`config.mk`:
```
export PLATFORM = sky130hd
export DESIGN_NAME = fc_argmax
export DESIGN_NICKNAME = d
export VERILOG_FILES = /design/src/rtl/fc_argmax.sv
export SDC_FILE = /design/constraint.sdc
export NUM_CORES = 1
export LEC_CHECK = 0
export BUFFER_PORTS_ARGS = -buffer_cell sky130_fd_sc_hd__buf_2
export CORE_MARGIN = 5
export CORE_UTILIZATION = 35
export CTS_CLUSTER_DIAMETER = 100
export DETAILED_ROUTE_END_ITERATION = 12
export PLACE_DENSITY_LB_ADDON = 0.05
export SLEW_MARGIN = 0
export SYNTH_ARGS = -nofsm -noshare
export SYNTH_HDL_FRONTEND = slang
export SYNTH_SLANG_ARGS = --single-unit
```
`constraint.sdc`:
```
create_clock -name clk -period 3.58 [get_ports clk]
set_input_delay 0.179 -clock clk [delete_from_list [all_inputs] [get_ports clk]]
set_output_delay 0.179 -clock clk [all_outputs]
set_load 0.05 [all_outputs]
```
`src/rtl/fc_argmax.sv`:
```
// Fully-connected classifier over the flattened layer-2 pooled map: one
// bias+dot product per class, streamed from external ROMs, then arg-max.
module fc_argmax #(
  parameter int IN_LEN  = 784,
  parameter int N_CLASS = 10,
  parameter int DW      = 8,
  parameter int ACC_W   = 25,
  parameter int FA_W    = 10,
  parameter int WA_W    = 13
) (
  input  logic                    clk,
  input  logic                    rst,
  input  logic                    start,
  output logic [FA_W-1:0]         fmap_addr,
  input  logic signed [DW-1:0]    fmap_data,
  output logic [WA_W-1:0]         w_addr,
  input  logic signed [DW-1:0]    w_data,
  output logic [3:0]              b_addr,
  input  logic signed [DW-1:0]    b_data,
  output logic                    busy,
  output logic                    done,
  output logic [3:0]              class_idx,
  output logic signed [ACC_W-1:0] max_score
);

  typedef enum logic [2:0] {IDLE, ISSUE, DRAIN, CMP, DONE} state_t;

  localparam logic [FA_W-1:0] LAST_I = FA_W'(IN_LEN - 1);
  localparam logic [3:0]      LAST_C = 4'(N_CLASS - 1);
  localparam logic [WA_W-1:0] STEP   = WA_W'(IN_LEN);

  state_t state, state_nx;

  logic [WA_W-1:0]         base;
  logic signed [ACC_W-1:0] acc, best;
  logic [3:0]              best_idx;
  logic                    acc_v, acc_first;
  logic signed [2*DW-1:0]  prod;
  logic signed [ACC_W-1:0] prod_x, bias_x;
  logic                    better;

  assign prod   = fmap_data * w_data;
  assign prod_x = {{(ACC_W-2*DW){prod[2*DW-1]}}, prod};
  assign bias_x = {{(ACC_W-DW){b_data[DW-1]}}, b_data};
  // b_addr doubles as the class counter, fmap_addr as the element counter
  assign better = (b_addr == '0) || (acc > best);

  always_ff @(posedge clk or negedge rst) begin
    if (!rst) state <= IDLE;
    else      state <= state_nx;
  end

  always_comb begin
    state_nx = state;
    case (state)
      IDLE:    if (start) state_nx = ISSUE;
      ISSUE:   if (fmap_addr == LAST_I) state_nx = DRAIN;
      DRAIN:   state_nx = CMP;
      CMP:     state_nx = (b_addr == LAST_C) ? DONE : ISSUE;
      DONE:    state_nx = IDLE;
      default: state_nx = IDLE;
    endcase
  end

  always_ff @(posedge clk or negedge rst) begin
    if (!rst) begin
      fmap_addr <= '0;
      w_addr    <= '0;
      b_addr    <= '0;
      base      <= '0;
      acc       <= '0;
      best      <= '0;
      best_idx  <= '0;
      acc_v     <= 1'b0;
      acc_first <= 1'b0;
      busy      <= 1'b0;
      done      <= 1'b0;
      class_idx <= '0;
      max_score <= '0;
    end else begin
      // ROM data lags the address by one cycle; tag it with its element slot
      acc_v     <= (state == ISSUE);
      acc_first <= (state == ISSUE) && (fmap_addr == '0);
      if (acc_v) acc <= acc_first ? (bias_x + prod_x) : (acc + prod_x);

      case (state)
        IDLE: if (start) busy <= 1'b1;
        ISSUE: begin
          if (fmap_addr != LAST_I) begin
            fmap_addr <= fmap_addr + FA_W'(1);
            w_addr    <= w_addr + WA_W'(1);
          end
        end
        CMP: begin
          if (better) begin
            best     <= acc;
            best_idx <= b_addr;
          end
          if (b_addr == LAST_C) begin
            // results are loaded alongside done so they are valid while done is high
            class_idx <= better ? b_addr : best_idx;
            max_score <= better ? acc : best;
            done      <= 1'b1;
            busy      <= 1'b0;
            fmap_addr <= '0;
            w_addr    <= '0;
            b_addr    <= '0;
            base      <= '0;
          end else begin
            b_addr    <= b_addr + 4'd1;
            fmap_addr <= '0;
            base      <= base + STEP;
            w_addr    <= base + STEP;
          end
        end
        DONE:    done <= 1'b0;
        default: ;
      endcase
    end
  end

endmodule

```
Yosys cells after proc, flatten, opt, wreduce, memory -nomap -nowiden
Cells that the tools add are included.
W data, S select, Z words.
Word-level totals
  register bits: 130
  bits in latches: 0
  memory bits (writable): 0
  memory bits (read-only): 0
  bits of input ports: 27
  logic and storage cells: 64
  memories: 0
Operators by class
  add/sub/neg operators: 6
  $mul: 1
  divide/modulo/power cells: 0
  order comparisons: 1
  equal/unequal tests: 11
  shift-type cells: 0
  mux-type cells: 18
  bitwise gates (word level): 0
  reductions and logical operators: 13
Operator list (number)
  $mux W25: 2
  $mux W13: 2
  $pmux W13 S2: 1
  $add A25 B16 Y25: 1
  $gt A25 B25 Y1: 1
  $pmux W10 S2: 1
  $add A8 B16 Y17: 1
  $mul A8 B8 Y16: 1
  $add A13 B1 Y13 const B: 1
  $add A13 B10 Y13 const B: 1
  $pmux W3 S4: 1
  $add A10 B1 Y10 const B: 1
  $eq A10 B10 Y1 const B: 1
  $logic_not A10 Y1: 1
  $mux W10: 1
  $ne A10 B10 Y1 const B: 1
  $mux W3: 3
  $mux W4: 2
  $reduce_and A2 Y1: 4
  $eq A3 B2 Y1 const B: 2
  $ne A2 B2 Y1 const B: 3
  $reduce_bool A2 Y1: 3
  $add A4 B1 Y4 const B: 1
  $eq A4 B4 Y1 const B: 1
  10 further kinds: 13

Longest topological paths before layout
  depth after elaboration: 3
  mapped depth: 29
  gate-level depth less buffers: 29

Worst setup path after synthesis
No wires, ideal clock.
  kind: input-to-reg
  start: input port w_data[3]
  end: register acc[24]
  library setup time: 0.071 ns
  arrival time: 5.896 ns
  required time: 3.509 ns
  path slack: -2.386 ns
  stages on the path: 24
  buffers on the path: 0
  cells stage by stage: and2_1 > fa_1 > inv_1 > fa_1 > inv_1 > fa_1 > inv_1 > fa_1 > inv_1 > ha_1 > and3_1 > a21oi_1 > o21ai_0 > o41ai_1 > xnor2_1 > ha_1 > a21o_1 > a21o_1 > a21o_1 > a21oi_1 > o21ai_1 > xnor2_1 > or3_1 > nand4_1
On the way
  longest elaborated chain between the ends: 3
  elaborated cells on any way between the ends: 4
RTL lines
  start: declaration: line 17  | input logic signed [DW-1:0] w_data,
  $mul A8 B8 Y16 *: line 42  | assign prod = fmap_data * w_data;
  $add A25 B16 Y25 / $add A8 B16 Y17 (equally long branches): line 84  | if (acc_v) acc <= acc_first ? (bias_x + prod_x) : (acc + prod_x);
  $mux W25 *: line 84
  end signal: assignment: line 84
  end: declaration: line 35  | logic signed [ACC_W-1:0] acc, best;
Mark *: on every way between the ends. The rest lies on a longest branch, timed or not.
A chain may end at the register's enable or synchronous reset.

Worst setup path after layout
  start: input port fmap_data[5]
  end: register acc[21]
On the way
  longest elaborated chain between the ends: 3
  elaborated cells on any way between the ends: 4
RTL lines
  start: declaration: line 15  | input logic signed [DW-1:0] fmap_data,
  $mul A8 B8 Y16 *: line 42
  $add A25 B16 Y25 / $add A8 B16 Y17 (equally long branches): line 84
  $mux W25 *: line 84
Marked as above.

==> summary.md <==
| Metric | Value |
|---|---|
| Status | complete, but fails checks |
| Violated checks | negative setup slack |
| GR Util met1 | 0.229 |
| Initial core utilization | 0.353 |
| Worst-case clock buffer depth | 2 |
| CP endpoint kind | flip-flop |
| CTS root buf | clkbuf_16 |
| DP Area | 13000 µm² |
| Min cycle time layout | 5.36 ns |
| Most frequent cell after synthesis | inv_1 |
| Row cnt | 64 |
| Fmax | 187 MHz |
| Critical path class | input pin to flip-flop |
| Yosys cell types | between 50 and 60 |
| Max FO, Critical Path | 3 |
| Share of the synthesized area in the top cell type | 0.302 |
| Worst Tran Pin Value | 0.790 ns |
| Synthesis Warnings | 0 |
| Die Width | 185 µm |
| Htree depth | 4 |
| Slowest cell on the critical path | fa_1 |
| CTS tree | done |
| CP max stage delay | around 0.57 ns |
| Mapped Area | 10800 µm² |
| Final WS setup | -1.78 ns |
| Layout Cells excl Fill | ~1900 |
| Register Area | 3250 µm² |
| DRC violations left | 0 |
| Origin of the worst setup path | fmap_data[5] |
| Worst hold slack | a little over 0.2 ns |
| Nets | 1640 |
| Pin count of the biggest net entering global routing | 86 |
| Post-Syn Instances | between 1000 and 1500 |
| CP bufs+invs | 6 |
| Main area contributors after synthesis | dfrtp_1 30%, ha_1 12%, fa_1 11% |
| Vias in the first global route | a little under 9000 |
| GRT Overall Usage | 0.162 |
| Remaining Overflow, GRT | 0 |
| Place WS | -2.44 ns |
| Fin. Hold Viols | 0 |
| First-pass GRT wire length | 45.1 mm |
| GPL Wtd Cong | approximately 0.82 |
| Asr flop ratio synth | 1.00 |
| Clock net sink count | 130 |
| Antenna violations before repair | 1 |
| Seq/Total Area, Yosys | 0.302 |
| Tcrit/Tclk final | 1.50 |
| DR iter-0 viols | 375 |
| CP required | 3.93 ns |
| # placed instances | around 1800 |
| Hold Crit Class | input pin to flip-flop |
| Commonest cells in the netlist | 137 x inv_1, 130 x dfrtp_1, 120 x nand2_1 |
| HP Start | b_data[0] |
| Via count | 8846 |
| Flop and latch count out of synthesis | between 100 and 150 |
| Mean Syn Cell Area | 9.06 µm² |
| Arrival @ worst endpoint | 5.71 ns |
| GR peak layer | met2 |
| RSZ-0062 raised after global routing | true |
| IO Pins | 85 |
| Clk Latency, worst-skew pair | around 0.42 ns |
| First-pass iteration count of the detailed router | 4 |
| Worst Setup Start Kind | input pin |
| Global Route met2 Usage | 0.262 |
| Area of the multi-input gates | ~7600 µm² |
| Number of synthesized flops with an enable pin | 0 |
| Final-layout fill cell count | 3039 |
| Port Buf Inserts | 84 |
| Share of cells above drive strength 1 | 0.324 |
| Reg-to-reg startpoint | acc[1] |
| Syn Nets | 1372 |
| Max cap viols | 0 |
| Die Height | around 190 µm |
| M3 GR Usage | 0.0232 |
| # setup viols final | 19 |
| Placeable Area | 30400 µm² |
| Slew margin rel. | 0.473 |
| Crit-path leading delay family | adder cells |
| Vias per cell | 4.74 |
| Finished Cell Area | 14600 µm² |
| Routed WL | between 20 and 30 mm |
| Most used cell, CP | fa_1 |
| Top cell type by total area after synthesis | dfrtp_1 |
| Final ANT Viol Nets | 0 |
| Final setup skew | 0.0147 ns |
| Routed len/inst | 14.4 µm |
| DP Wirelength | approximately 21 mm |
| CTS Buf Count | 17 |
| Die area | 34300 µm² |
| Most used DFF post-synth | dfrtp_1 |
| Area Overhead vs Synth | 35.6% |
| Slew Viols, Final | 0 |
| Clock slew seen by the registers of the worst setup and hold paths | 0.06 ns |
-- flip-flops by register name (all words and copies together) (netlist names) --
name,count
acc,25
acc_first,1
acc_v,1
b_addr,4
base,13
best,25
best_idx,4
busy,1
class_idx,4
done,1
fmap_addr,10
max_score,25
state,3
w_addr,13
-- path summary, 6_finish.rpt --
check,end,slack [ns],depth (start not counted)
max,acc[21],-1.78,28
max reg2reg,acc[21],0.59,13
min,acc[0],0.20,4
max in group asynchronous,best[2],2.46,3
min in group asynchronous,w_addr[7],0.39,2
min reg2reg,class_idx[0],0.46,2
-- routing by layer --
metal  up-vias  wire (µm)
met4         0        310
met3        19        678
met1      4149      13500
met5         -          0
li1       4582          -
met2        96      12400
-- cells by family after synthesis --
kind of cell	count (synthesis)	share of synthesized area
compound gates	267	0.151
xor+xnor	67	0.0546
fa+ha+maj	158	0.224
buf+inv	168	0.0604
flops	130	0.302
mux	59	0.0579
simple gates	338	0.150
-- per-stage QoR --
stage | util | TNS [ns]
finish | 0.479 | -26.49
global route | 0.479 | -30.63
CTS | 0.469 | -26.19
detailed placement | 0.429 | -37.70
global placement | 0.429 | -37.38
floorplan | - | -24.56
-- cell usage in the layout, fill, tap and decap left out, types with 10 or more instances in the layout --
cell / count
o21ai_0: 77
mux2_2: 26
fa_1: 54
and2_1: 41
dfrtp_1: 130
xnor2_1: 34
a21oi_1: 61
nor2b_1: 12
mux2i_1: 33
nand2b_1: 10
a21o_1: 28
nand3_1: 23
xnor2_2: 12
buf_2: 74
nand2_1: 116
ha_4: 20
clkbuf_16: 17
buf_4: 172
nor2_1: 59
inv_2: 14
xor2_1: 18
nor3_1: 11
ha_1: 77
a21oi_2: 20
inv_1: 123
buf_6: 29
-- cell type report --
cell class | count | area share
antenna | 1 | 0.000172
clock buffer | 20 | 0.0320
clock inverter | 12 | 0.0106
inverter | 137 | 0.0353
multi-input combinational | 889 | 0.523
sequential | 130 | 0.223
tap | 396 | 0.0340
timing repair buffer | 280 | 0.141
-- worst min-delay path: cells and delay by family --
kind / cells / cell delay, ns
adders and majority gates: 1 / 0.13
AOI/OAI and AO/OA: 1 / 0.13
buffers and inverters: 1 / 0.08
muxes: 1 / 0.07
-- what timing repair did --
item                                   4_1_cts  5_1_grt
endpoints found under the hold margin       84        0
gates resized for setup                    100       62
cloned                                       0        0
hold buffers                                 1        0
buffers inserted                            17        6
pin swaps                                   77       59
setup endpoints to repair                   20       20
Power is left out: the tool's default activity adds up to more than one toggle a clock period on the data nets, which glitch-free logic cannot reach.
